## src/rtl/draw_scheduler.sv

```systemverilog
// Round scheduler for a VGA plotter: clears the screen, then time-slices
// player sprites and a timer bar onto a single registered pixel port.
module draw_scheduler #(
  parameter int NUM_PLAYERS = 4,
  parameter int X_W = 8,
  parameter int Y_W = 7,
  parameter int SCREEN_W = 160,
  parameter int SCREEN_H = 120,
  parameter int TIMER_ROW = 119,
  parameter int TIMER_LEN = 159,
  parameter logic [2:0] BG_COLOUR = 3'b000
) (
  input  logic                             CLOCK_50,
  input  logic                             reset,
  input  logic                             start,
  input  logic                             timer_tick,
  input  logic [NUM_PLAYERS-1:0]           player_en,
  input  logic [NUM_PLAYERS*(X_W+Y_W)-1:0] p_pos,
  input  logic [3*NUM_PLAYERS-1:0]         p_colour,
  output logic [X_W-1:0]                   x,
  output logic [Y_W-1:0]                   y,
  output logic [2:0]                       colour,
  output logic                             plot,
  output logic                             running,
  output logic [X_W-1:0]                   timer_x,
  output logic                             clearing
);

  localparam int PW = X_W + Y_W;
  localparam int SW = $clog2(NUM_PLAYERS + 1);

  localparam logic [1:0] IDLE  = 2'd0;
  localparam logic [1:0] CLEAR = 2'd1;
  localparam logic [1:0] DRAW  = 2'd2;
  localparam logic [1:0] DONE  = 2'd3;

  localparam logic [X_W-1:0] SX_LAST = X_W'(SCREEN_W - 1);
  localparam logic [Y_W-1:0] SY_LAST = Y_W'(SCREEN_H - 1);
  localparam logic [X_W-1:0] TL_LAST = X_W'(TIMER_LEN - 1);
  localparam logic [X_W-1:0] TL_END  = X_W'(TIMER_LEN);
  localparam logic [Y_W-1:0] T_ROW   = Y_W'(TIMER_ROW);
  localparam logic [SW-1:0]  SLOT_T  = SW'(NUM_PLAYERS);

  logic [1:0]     state;
  logic [X_W-1:0] sx;
  logic [Y_W-1:0] sy;
  logic [SW-1:0]  slot;

  logic [X_W-1:0] pl_x;
  logic [Y_W-1:0] pl_y;
  logic [2:0]     pl_c;
  logic           pl_en;

  assign clearing = (state == CLEAR);

  // Mux the player slot currently held in the slot counter
  always_comb begin
    pl_x  = '0;
    pl_y  = '0;
    pl_c  = '0;
    pl_en = 1'b0;
    for (int i = 0; i < NUM_PLAYERS; i++) begin
      if (slot == SW'(i)) begin
        pl_x  = p_pos[i*PW+Y_W +: X_W];
        pl_y  = p_pos[i*PW +: Y_W];
        pl_c  = p_colour[3*i +: 3];
        pl_en = player_en[i];
      end
    end
  end

  always_ff @(posedge CLOCK_50) begin
    if (reset) begin
      state   <= IDLE;
      sx      <= '0;
      sy      <= '0;
      slot    <= '0;
      x       <= '0;
      y       <= '0;
      colour  <= '0;
      plot    <= 1'b0;
      running <= 1'b0;
      timer_x <= '0;
    end else if (start) begin
      state   <= CLEAR;
      sx      <= '0;
      sy      <= '0;
      slot    <= '0;
      plot    <= 1'b0;
      running <= 1'b0;
      timer_x <= '0;
    end else begin
      case (state)
        IDLE: begin
          plot    <= 1'b0;
          running <= 1'b0;
        end
        CLEAR: begin
          x      <= sx;
          y      <= sy;
          colour <= BG_COLOUR;
          plot   <= 1'b1;
          if (sx == SX_LAST) begin
            sx <= '0;
            if (sy == SY_LAST) begin
              sy      <= '0;
              state   <= DRAW;
              slot    <= '0;
              timer_x <= '0;
              running <= 1'b1;
            end else begin
              sy <= sy + 1'b1;
            end
          end else begin
            sx <= sx + 1'b1;
          end
        end
        DRAW: begin
          if (timer_tick && timer_x == TL_LAST) begin
            // Round over: the last registered pixel stands, nothing new plots
            state   <= DONE;
            timer_x <= TL_END;
            running <= 1'b0;
            plot    <= 1'b0;
          end else begin
            if (timer_tick)
              timer_x <= timer_x + 1'b1;
            if (slot == SLOT_T) begin
              x      <= timer_x;
              y      <= T_ROW;
              colour <= 3'b111;
              plot   <= 1'b1;
              slot   <= '0;
            end else begin
              x      <= pl_x;
              y      <= pl_y;
              colour <= pl_c;
              plot   <= pl_en;
              slot   <= slot + 1'b1;
            end
          end
        end
        DONE: begin
          plot    <= 1'b0;
          running <= 1'b0;
          timer_x <= TL_END;
        end
        default: state <= IDLE;
      endcase
    end
  end

endmodule

```

## config.mk

```make
export PLATFORM = sky130hd
export DESIGN_NAME = draw_scheduler
export DESIGN_NICKNAME = d
export VERILOG_FILES = /design/src/rtl/draw_scheduler.sv
export SDC_FILE = /design/constraint.sdc
export NUM_CORES = 1
export LEC_CHECK = 0
export BUFFER_PORTS_ARGS = -buffer_cell sky130_fd_sc_hd__buf_4
export CAP_MARGIN = 30
export CORE_MARGIN = 5
export CORE_UTILIZATION = 50
export DETAILED_ROUTE_END_ITERATION = 12
export PLACE_DENSITY_LB_ADDON = 0.25
export SETUP_SLACK_MARGIN = 0.2
export SLEW_MARGIN = 10
export SYNTH_ARGS = -nofsm -noshare
export SYNTH_HDL_FRONTEND = slang
export SYNTH_SLANG_ARGS = --single-unit
```

## constraint.sdc

```tcl
create_clock -name CLOCK_50 -period 2.6 [get_ports CLOCK_50]
set_input_delay 0.26 -clock CLOCK_50 [delete_from_list [all_inputs] [get_ports CLOCK_50]]
set_output_delay 0.26 -clock CLOCK_50 [all_outputs]
set_load 0.02 [all_outputs]
```

==> run metrics, run 1 <==
CTS Buf Count 5; hold_ws 0.1702 ns; Worst-path clk slew 0.09 ns; status finished clean; max_slew headroom 57.92%; Internal Power 0.001094 W; Peak VDD IR 0.4318 mV; WP data required 2.81 ns; final instance area 4080 µm²; PD cells 358.0 nW/µm²; area grow syn2layout 33.16%; Vias 3369; largest net degree at the start of global routing 31; fraction of registers with async set/reset 0%; syn_area_per_cell 7.980 µm²; combinational cell fraction of total power 16.8%; GPL Wtd Cong 0.9512; number of synthesized flops with an enable pin 0; Max Root-Sink Buffers 2; total gr overflow 0; synthesized flop and latch total 48; final-report max-slew violation count 0; post-DR wirelength/cell 16.99 µm; Final Skew 0.01363 ns; Yosys top cell by area dfxtp_1; number of global-route vias before repair 3177; Core Area 5956 µm²; Die Area 7794 µm²; Die X 88.29 µm; Clk Latency, worst-skew pair 0.31 ns; CTS Sinks 48; crit end category flip-flop; root buffer cell clkbuf_8; crit path kind flip-flop to flip-flop; initial DRC count 257; Worst Tran Pin Value 0.6264 ns; Worst setup SP type flip-flop; post-DP HPWL 7471 µm; GRT Total Usage 24.81%; Area contributors post-synth dfxtp_1 (31%), a21oi_1 (6.2%), ha_1 (5.3%); Starting Density 51.45%; register share of total power 51.5%; H-tree level count 2; die height 88.29 µm; TritonCTS clock tree yes; total routed wirelength 9567 µm; TNS Setup 0 ns; worst setup margin 0.4105 ns; detailed-route DRC error count 0; FMAX 456.7 MHz; DP Cell Count 553; critical path arrival 2.40 ns; register area share after synthesis 31.36%; Final ANT Viol Nets 0; drt pass-1 iters 5; final hold vios 0; ANT cells 0; largest fanout on the critical path 12; Lkg Pwr 1.632 nW; fin cells 563; P_sw 0.0003672 W; via/cell ratio 5.984; Clk network pwr share 31.7%; post-route clock period utilization 84.21%; Sw Ratio 25.14%; YS warnings 0; antenna violations before repair 0; fin nets 580; Final setup viols 0; Synth Flop Type dfxtp_1; Netlist Area Pre-Place 3064 µm²; max cap viols 0; Post-Place Cell Area 3969 µm²; Placement Setup Slack 0.3340 ns; I/O pins 109; Port Buffers 108; final-layout fill cell count 525; RSZ-0062 raised after global routing false; row count 28; Mapped Nets 477; Yosys cell types 52; layout cells sized above 1 30.53%; first-pass GRT wire length 15540 µm; Hold Crit Class input pin to flip-flop; cells after synthesis 384; share of the synthesized area in the top cell type 31.36%; Tmin final 2.190 ns
## synth_stat cells, drive strengths merged, types with 2 or more instances
cell,number
or4,6
dfxtp,48
o211ai,8
a22o,2
o31ai,2
xor2,5
and2,3
nand2,31
nor2b,4
or2,8
inv,10
a211oi,11
a221oi,10
nor2,37
a22oi,2
o21ai,32
o2bb2ai,10
o221ai,9
and3,2
nand4b,2
nand4,6
nor3,5
a32o,8
xnor2,2
and3b,9
nand3,12
buf,7
a21oi,38
or3,4
ha,13
clkbuf,21
## registers in the layout (all words and copies together) (netlist names)
| signal | flops |
|---|---|
| timer_x | 8 |
| x | 8 |
| y | 7 |
| slot | 3 |
| plot | 1 |
| sy | 7 |
| state | 2 |
| colour | 3 |
| running | 1 |
| sx | 8 |
## cell type report
cell class              count  area (µm²)  area share [%]
well taps                  75       93.84           2.300
clock buffers               7       86.33           2.116
inverters                  10       37.54          0.9200
clock inverters             1       7.507          0.1840
multi-input cells         298        1963           48.11
repair buffers            124       930.9           22.82
flip-flops and latches     48       960.9           23.55
## worst paths after layout
| check | start | end | slack, ns | cells past startpoint |
|---|---|---|---|---|
| min reg2reg | y[5] | y[5] | 0.48 | 1 |
| min | reset | state[0] | 0.17 | 2 |
| max | slot[0] | x[5] | 0.41 | 7 |
| max reg2reg | slot[0] | x[5] | 0.41 | 7 |
## through the flow
stage / utilization (%) / total power (W)
after CTS: 68.21 / 0.001463
after floorplan: - / 0.0008731
after global placement: 66.64 / 0.001007
after global routing: 68.51 / 0.001519
after detailed placement: 66.64 / 0.001009
final: 68.51 / 0.001461
## cells by family (layout without fill, tap and decap cells)
kind of cell               after synthesis  count (layout)  synth area share, %
muxes                                    1               1               0.3267
and+or+nand+nor                        136             136                24.54
xor gates and xnor gates                 7               7                2.001
DFF                                     48              48                31.36
adders and majority gates               13              13                5.308
buffers and inverters                   38             142                4.859
AOI/OAI and AO/OA                      141             141                31.61
## timing repair
action,CTS,global route
setup endpoints to repair,0,13
hold buffers,0,0
resized for setup,0,1
setup buffers,0,2
## layer usage
layer	global-route usage, %	vias to the layer above	routed length, µm
met2	39.29	163	4276
li1	-	1652	-
met1	35.87	1542	4356
met5	0	-	0
met4	4.808	0	106
met3	4.097	12	828
## placed cells by master (no fill, tap or decap), types with 4 or more instances in the layout
| cell type | Yosys | final |
|---|---|---|
| dfxtp_1 | 48 | 48 |
| a32o_1 | 8 | 8 |
| o211ai_1 | 8 | 8 |
| nand2_1 | 30 | 30 |
| o2bb2ai_1 | 10 | 10 |
| a221oi_1 | 10 | 10 |
| nand4_1 | 6 | 6 |
| ha_1 | 13 | 12 |
| a211oi_1 | 11 | 11 |
| clkbuf_8 | 0 | 6 |
| and3b_1 | 9 | 9 |
| nor3_1 | 5 | 5 |
| o221ai_1 | 9 | 9 |
| nor2b_1 | 4 | 4 |
| or3_1 | 4 | 4 |
| or4_1 | 6 | 6 |
| xor2_1 | 5 | 5 |
| buf_4 | 0 | 124 |
| a21oi_1 | 38 | 38 |
| inv_1 | 10 | 10 |
| nor2_1 | 36 | 36 |
| o21ai_0 | 32 | 32 |
| or2_2 | 8 | 8 |
| nand3_1 | 12 | 12 |
## worst max-delay path: stages (launching register included)
cell and delay (ns):
dfxtp_1 0.41, inv_1 0.09, ha_1 0.33, nor2b_1 0.22
and2_1 0.25, a211oi_1 0.33, o211ai_1 0.17, a32o_1 0.29
## power by group through the flow
stage | Combinational, W | Clock, W | Sequential, W
floorplan | 0.0000989 | 0 | 0.000774
global placement | 0.000238 | 0 | 0.000768
detailed placement | 0.000240 | 0 | 0.000769
CTS | 0.000241 | 0.000471 | 0.000752
global route | 0.000266 | 0.000500 | 0.000753
finish | 0.000245 | 0.000464 | 0.000752
(Power assumes the default switching activity.)
==> run 2: changes to the inputs <==
Clock period 2.6 ns to 2.05 ns, I/O delays scaled along.
==> run 2 against run 1 <==
Sequential share of layout area down 2.1 points. Via count up 5.9%. Setup slack worse by 0.22 ns. Combinational power up 45%. First-iteration DRC count up 14%. Utilization up 8.9 points. Largest cell class unchanged. Non-clock buffer count up 25. Die area unchanged. Maximum frequency up 18%.
==> run metrics, run 2 (same netlist as run 1, synthesis figures left out) <==
Final Skew 0.01094 ns (was 0.01363 ns); Peak VDD IR 0.4270 mV (was 0.4318 mV); most frequent cells in the layout buf_4 (143), dfxtp_1 (38), a21oi_1 (35) (was buf_4 (124), dfxtp_1 (48), a21oi_1 (38)); Starting Density 51.45% (unchanged); post-DP HPWL 8073 µm (was 7471 µm); total routed wirelength 10960 µm (was 9567 µm); CP startpoint slot[0] (unchanged); antenna violations before repair 0 (unchanged); largest net degree at the start of global routing 31 (unchanged); number of global-route vias before repair 3247 (was 3177); Die Area 7794 µm² (unchanged); Hold Crit Class input pin to flip-flop (unchanged); R2R depth 7 (unchanged); final instance area 4613 µm² (was 4080 µm²); Final setup viols 0 (unchanged); layout cells sized above 1 44.44% (was 30.53%); WP data required 2.25 ns (was 2.81 ns); Lkg Pwr 1.817 nW (was 1.632 nW); Clk Latency, worst-skew pair 0.30 ns (was 0.31 ns); die height 88.29 µm (unchanged); Worst Tran Pin Value 0.4547 ns (was 0.6264 ns); CP endpoint x[7] (was x[5]); drt pass-1 iters 5 (unchanged); max cap viols 0 (unchanged); CTS Sinks 48 (unchanged); area grow syn2layout 50.55% (was 33.16%); post-route clock period utilization 90.64% (was 84.21%); Tmin final 1.858 ns (was 2.190 ns); R2R setup slack 0.19 ns (was 0.41 ns); initial DRC count 294 (was 257); final-report max-slew violation count 0 (unchanged); root buffer cell clkbuf_8 (unchanged); FF-to-FF End x[7] (was x[5]); largest fanout on the critical path 8 (was 12); CTS Buf Count 5 (unchanged); total gr overflow 0 (unchanged); PD cells 430.2 nW/µm² (was 358.0 nW/µm²); H-tree level count 2 (unchanged); total power 0.001984 W (was 0.001461 W); Max Root-Sink Buffers 2 (unchanged); critical path arrival 2.06 ns (was 2.40 ns); fin nets 605 (was 580); Worst setup SP type flip-flop (unchanged); FMAX 538.2 MHz (was 456.7 MHz); detailed-route DRC error count 0 (unchanged); Die X 88.29 µm (unchanged); Core Area 5956 µm² (unchanged); I/O pins 109 (unchanged); GPL Wtd Cong 0.8875 (was 0.9512); TNS Setup 0 ns (unchanged); crit path kind flip-flop to flip-flop (unchanged); post-DR wirelength/cell 18.64 µm (was 16.99 µm); R2R Path Start slot[0] (unchanged); commonest non-fill, non-tap cell in the layout buf_4 (unchanged); Final ANT Viol Nets 0 (unchanged); Worst-path clk slew 0.09 ns (about the same); biggest regs sx (8), timer_x (8), x (8) (unchanged); via/cell ratio 6.068 (was 5.984); TritonCTS clock tree yes (unchanged); first-pass GRT wire length 16370 µm (was 15540 µm); final hold vios 0 (unchanged); GRT Total Usage 26.77% (was 24.81%); row count 28 (unchanged); max_slew headroom 69.69% (was 57.92%); crit end category flip-flop (unchanged); ANT cells 0 (unchanged); Port Buffers 108 (unchanged); RSZ-0062 raised after global routing true (was false); Vias 3568 (was 3369); Post-Place Cell Area 4177 µm² (was 3969 µm²); status finished clean (unchanged)
-- run 2: cell count changes in the layout (fill, tap and decap cells not counted), moves of 7 or more --
| cell | before | now |
|---|---|---|
| ha_1 | 12 | 3 |
| dfxtp_4 | 0 | 7 |
| buf_4 | 124 | 143 |
| dfxtp_1 | 48 | 38 |
-- run 2: layout make-up --
| cell class | instances | area (µm²) |
|---|---|---|
| multi-input cells | 298 | 2202 |
| fillers | 432 | 1343 |
| repair buffers | 149 | 1175 |
| flip-flops and latches | 48 | 991.0 |
| well taps | 75 | 93.84 |
| clock buffers | 6 | 72.57 |
| inverters | 10 | 43.79 |
| clock inverters | 2 | 35.03 |
-- run 2: worst max-delay path, stage by stage, from the launching register on --
cell and delay (ns):
dfxtp_2 0.37, inv_1 0.07, ha_2 0.20, nor2b_1 0.16
and2_4 0.21, a211oi_1 0.34, o211ai_1 0.14, a32o_1 0.28
-- run 2: power breakdown --
| part | internal [W] | switching [W] |
|---|---|---|
| Sequential | 0.000936 | 0.0000102 |
| Clock | 0.000362 | 0.000320 |
| Combinational | 0.000192 | 0.000164 |
-- run 2: repair_timing --
action                                  CTS  global route
endpoints found under the hold margin     0             0
endpoints found under the setup margin   27            33
gates resized for setup                  23            40
setup buffers                             2             5
pin swaps                                 7            21
cloned                                    0             1
hold buffers                              0             0
-- run 2: worst min-delay path by stage --
stage / startpoint / to / depth (start not counted)
global route: reset / state[0] / 2
global placement: reset / state[0] / 2
floorplan: reset / state[0] / 1
detailed placement: reset / state[0] / 2
CTS: reset / state[0] / 2
finish: reset / state[0] / 2
-- run 2: routing by layer --
layer,wire [µm],global-route usage [%],up-vias,share of wire [%]
met3,912,4.749,22,8.3
met4,164,6.181,0,1.5
li1,-,-,1701,-
met5,0,0,-,0
met2,5234,45.21,181,48
met1,4647,35.69,1664,42
-- run 2: through the flow --
stage / worst slack, ns / instances / hold WS [ns] / util (%)
final: 0.1918 / 588 / 0.1154 / 77.46
after global routing: 0.1437 / 588 / 0.1009 / 77.46
after CTS: 0.1777 / 582 / 0.09837 / 73.63
after detailed placement: 0.08438 / 572 / 0.4375 / 70.13
after global placement: 0.1179 / 572 / 0.4262 / 70.13
after floorplan: 0.1432 / 384 / 0.2741 / -
==> run 3: changes to the inputs <==
Settings changed: CORE_ASPECT_RATIO set to 1.25.
==> run 3 against run 2 <==
Clock power up 6.5%. Non-clock buffer count up 14. Setup slack worse by 0.0053 ns. Design area up 4.0%. Maximum frequency down 0.28%. Power up 3.1%. Final cell count up 4.1%. Critical path type unchanged. Largest power group unchanged.
==> run metrics, run 3 (same netlist as run 1, synthesis figures left out) <==
via/cell ratio 6.266 (was 6.068); PD cells 426.5 nW/µm² (was 430.2 nW/µm²); H-tree level count 2 (unchanged); total routed wirelength 12340 µm (was 10960 µm); GPL Wtd Cong 0.9588 (was 0.8875); Die Area 7804 µm² (was 7794 µm²); initial DRC count 315 (was 294); Worst setup SP type flip-flop (unchanged); Worst Tran Pin Value 0.5536 ns (was 0.4547 ns); drt pass-1 iters 5 (unchanged); Starting Density 50.35% (was 51.45%); die height 97.53 µm (was 88.29 µm); final hold vios 0 (unchanged); Core Area 6086 µm² (was 5956 µm²); total power 0.002046 W (was 0.001984 W); Clk Latency, worst-skew pair 0.31 ns (was 0.30 ns); first-pass GRT wire length 17640 µm (was 16370 µm); status finished clean (unchanged); biggest regs sx (8), timer_x (8), x (8) (unchanged); GRT Total Usage 28.49% (was 26.77%); crit end category flip-flop (unchanged); Peak VDD IR 0.2939 mV (was 0.4270 mV); TritonCTS clock tree yes (unchanged); Final Skew 0.004864 ns (was 0.01094 ns); crit path kind flip-flop to flip-flop (unchanged); final-report max-slew violation count 0 (unchanged); CTS Sinks 48 (unchanged); Final setup viols 0 (unchanged); Die X 80.02 µm (was 88.29 µm); R2R setup slack 0.19 ns (about the same); max_slew headroom 63.04% (was 69.69%); RSZ-0062 raised after global routing true (unchanged); post-DP HPWL 8282 µm (was 8073 µm); post-DR wirelength/cell 20.17 µm (was 18.64 µm); max cap viols 0 (unchanged); fin nets 619 (was 605); WP data required 2.26 ns (was 2.25 ns); detailed-route DRC error count 0 (unchanged); FMAX 536.6 MHz (was 538.2 MHz); critical path arrival 2.08 ns (was 2.06 ns); area grow syn2layout 56.55% (was 50.55%); Lkg Pwr 1.907 nW (was 1.817 nW); Hold Crit Class input pin to flip-flop (unchanged); Worst-path clk slew 0.10 ns (was 0.09 ns); antenna violations before repair 0 (unchanged); number of global-route vias before repair 3617 (was 3247); ANT cells 0 (unchanged); layout cells sized above 1 46.68% (was 44.44%); largest net degree at the start of global routing 29 (was 31); I/O pins 109 (unchanged); largest fanout on the critical path 10 (was 8); hold_ws 0.1300 ns (was 0.1154 ns); total gr overflow 0 (unchanged); Tmin final 1.863 ns (was 1.858 ns); Vias 3835 (was 3568); CTS Buf Count 5 (unchanged); Max Root-Sink Buffers 2 (unchanged); final-layout fill cell count 433 (was 432); most frequent cells in the layout buf_4 (152), a21oi_1 (36), dfxtp_1 (36) (was buf_4 (143), dfxtp_1 (38), a21oi_1 (35)); post-route clock period utilization 90.90% (was 90.64%); commonest non-fill, non-tap cell in the layout buf_4 (unchanged); Final ANT Viol Nets 0 (unchanged); # hold bufs at CTS 0 (unchanged); row count 32 (was 28); Port Buffers 108 (unchanged); root buffer cell clkbuf_8 (unchanged)
-- run 3: routing by layer --
layer	GRT usage (%)	routed length (µm)	vias up
met2	50.06	6337	239
met4	15.34	764	0
met5	0	0	-
li1	-	-	1737
met1	32.03	4327	1795
met3	4.453	911	64
-- run 3: final timing paths --
path	start	endpoint	cells after the start
setup reg to reg	slot[0]	x[2]	7
setup / recovery	slot[0]	x[2]	7
hold reg to reg	y[1]	y[1]	1
hold / removal	reset	state[0]	2
-- run 3: critical path, cell delays in order, from the launching register on --
cell        delay (ns)
dfxtp_4           0.39
ha_2              0.19
ha_4              0.16
buf_12            0.14
clkinvlp_4        0.20
o221ai_1          0.26
o211ai_1          0.14
a32o_1            0.27
-- run 3: final cells by class --
cell class              instances  area [µm²]  share of cell area [%]
clock buffers                   5       68.82                   1.435
clock inverters                 3       47.55                  0.9911
inverters                      10       41.29                  0.8607
multi-input cells             298        2233                   46.56
flip-flops and latches         48       993.5                   20.71
well taps                      85       106.4                   2.217
repair buffers                163        1306                   27.23
-- run 3: what timing repair did --
item,4_1_cts,5_1_grt
setup endpoints to repair,30,32
gates cloned,1,2
resized for setup,26,48
buffers inserted,6,10
pin swaps,5,19
-- run 3: through the flow --
stage	instance area (µm²)	setup WS, ns	std cells	util [%]	TNS [ns]
after floorplan	3136	0.1432	384	-	0
after global placement	4212	0.01806	585	69.20	0
after CTS	4464	0.1507	600	73.36	0
after detailed placement	4212	-0.02734	585	69.20	-0.02734
final	4797	0.1865	612	78.82	0
after global routing	4797	0.09574	612	78.82	0
-- run 3: report_power, final --
| part | switching, W | total (W) | internal [W] |
|---|---|---|---|
| clock | 0.000358 | 0.000726 | 0.000368 |
| combinational | 0.000175 | 0.000373 | 0.000198 |
| sequential | 0.0000109 | 0.000947 | 0.000936 |
| total | 0.000544 | 0.00205 | 0.00150 |
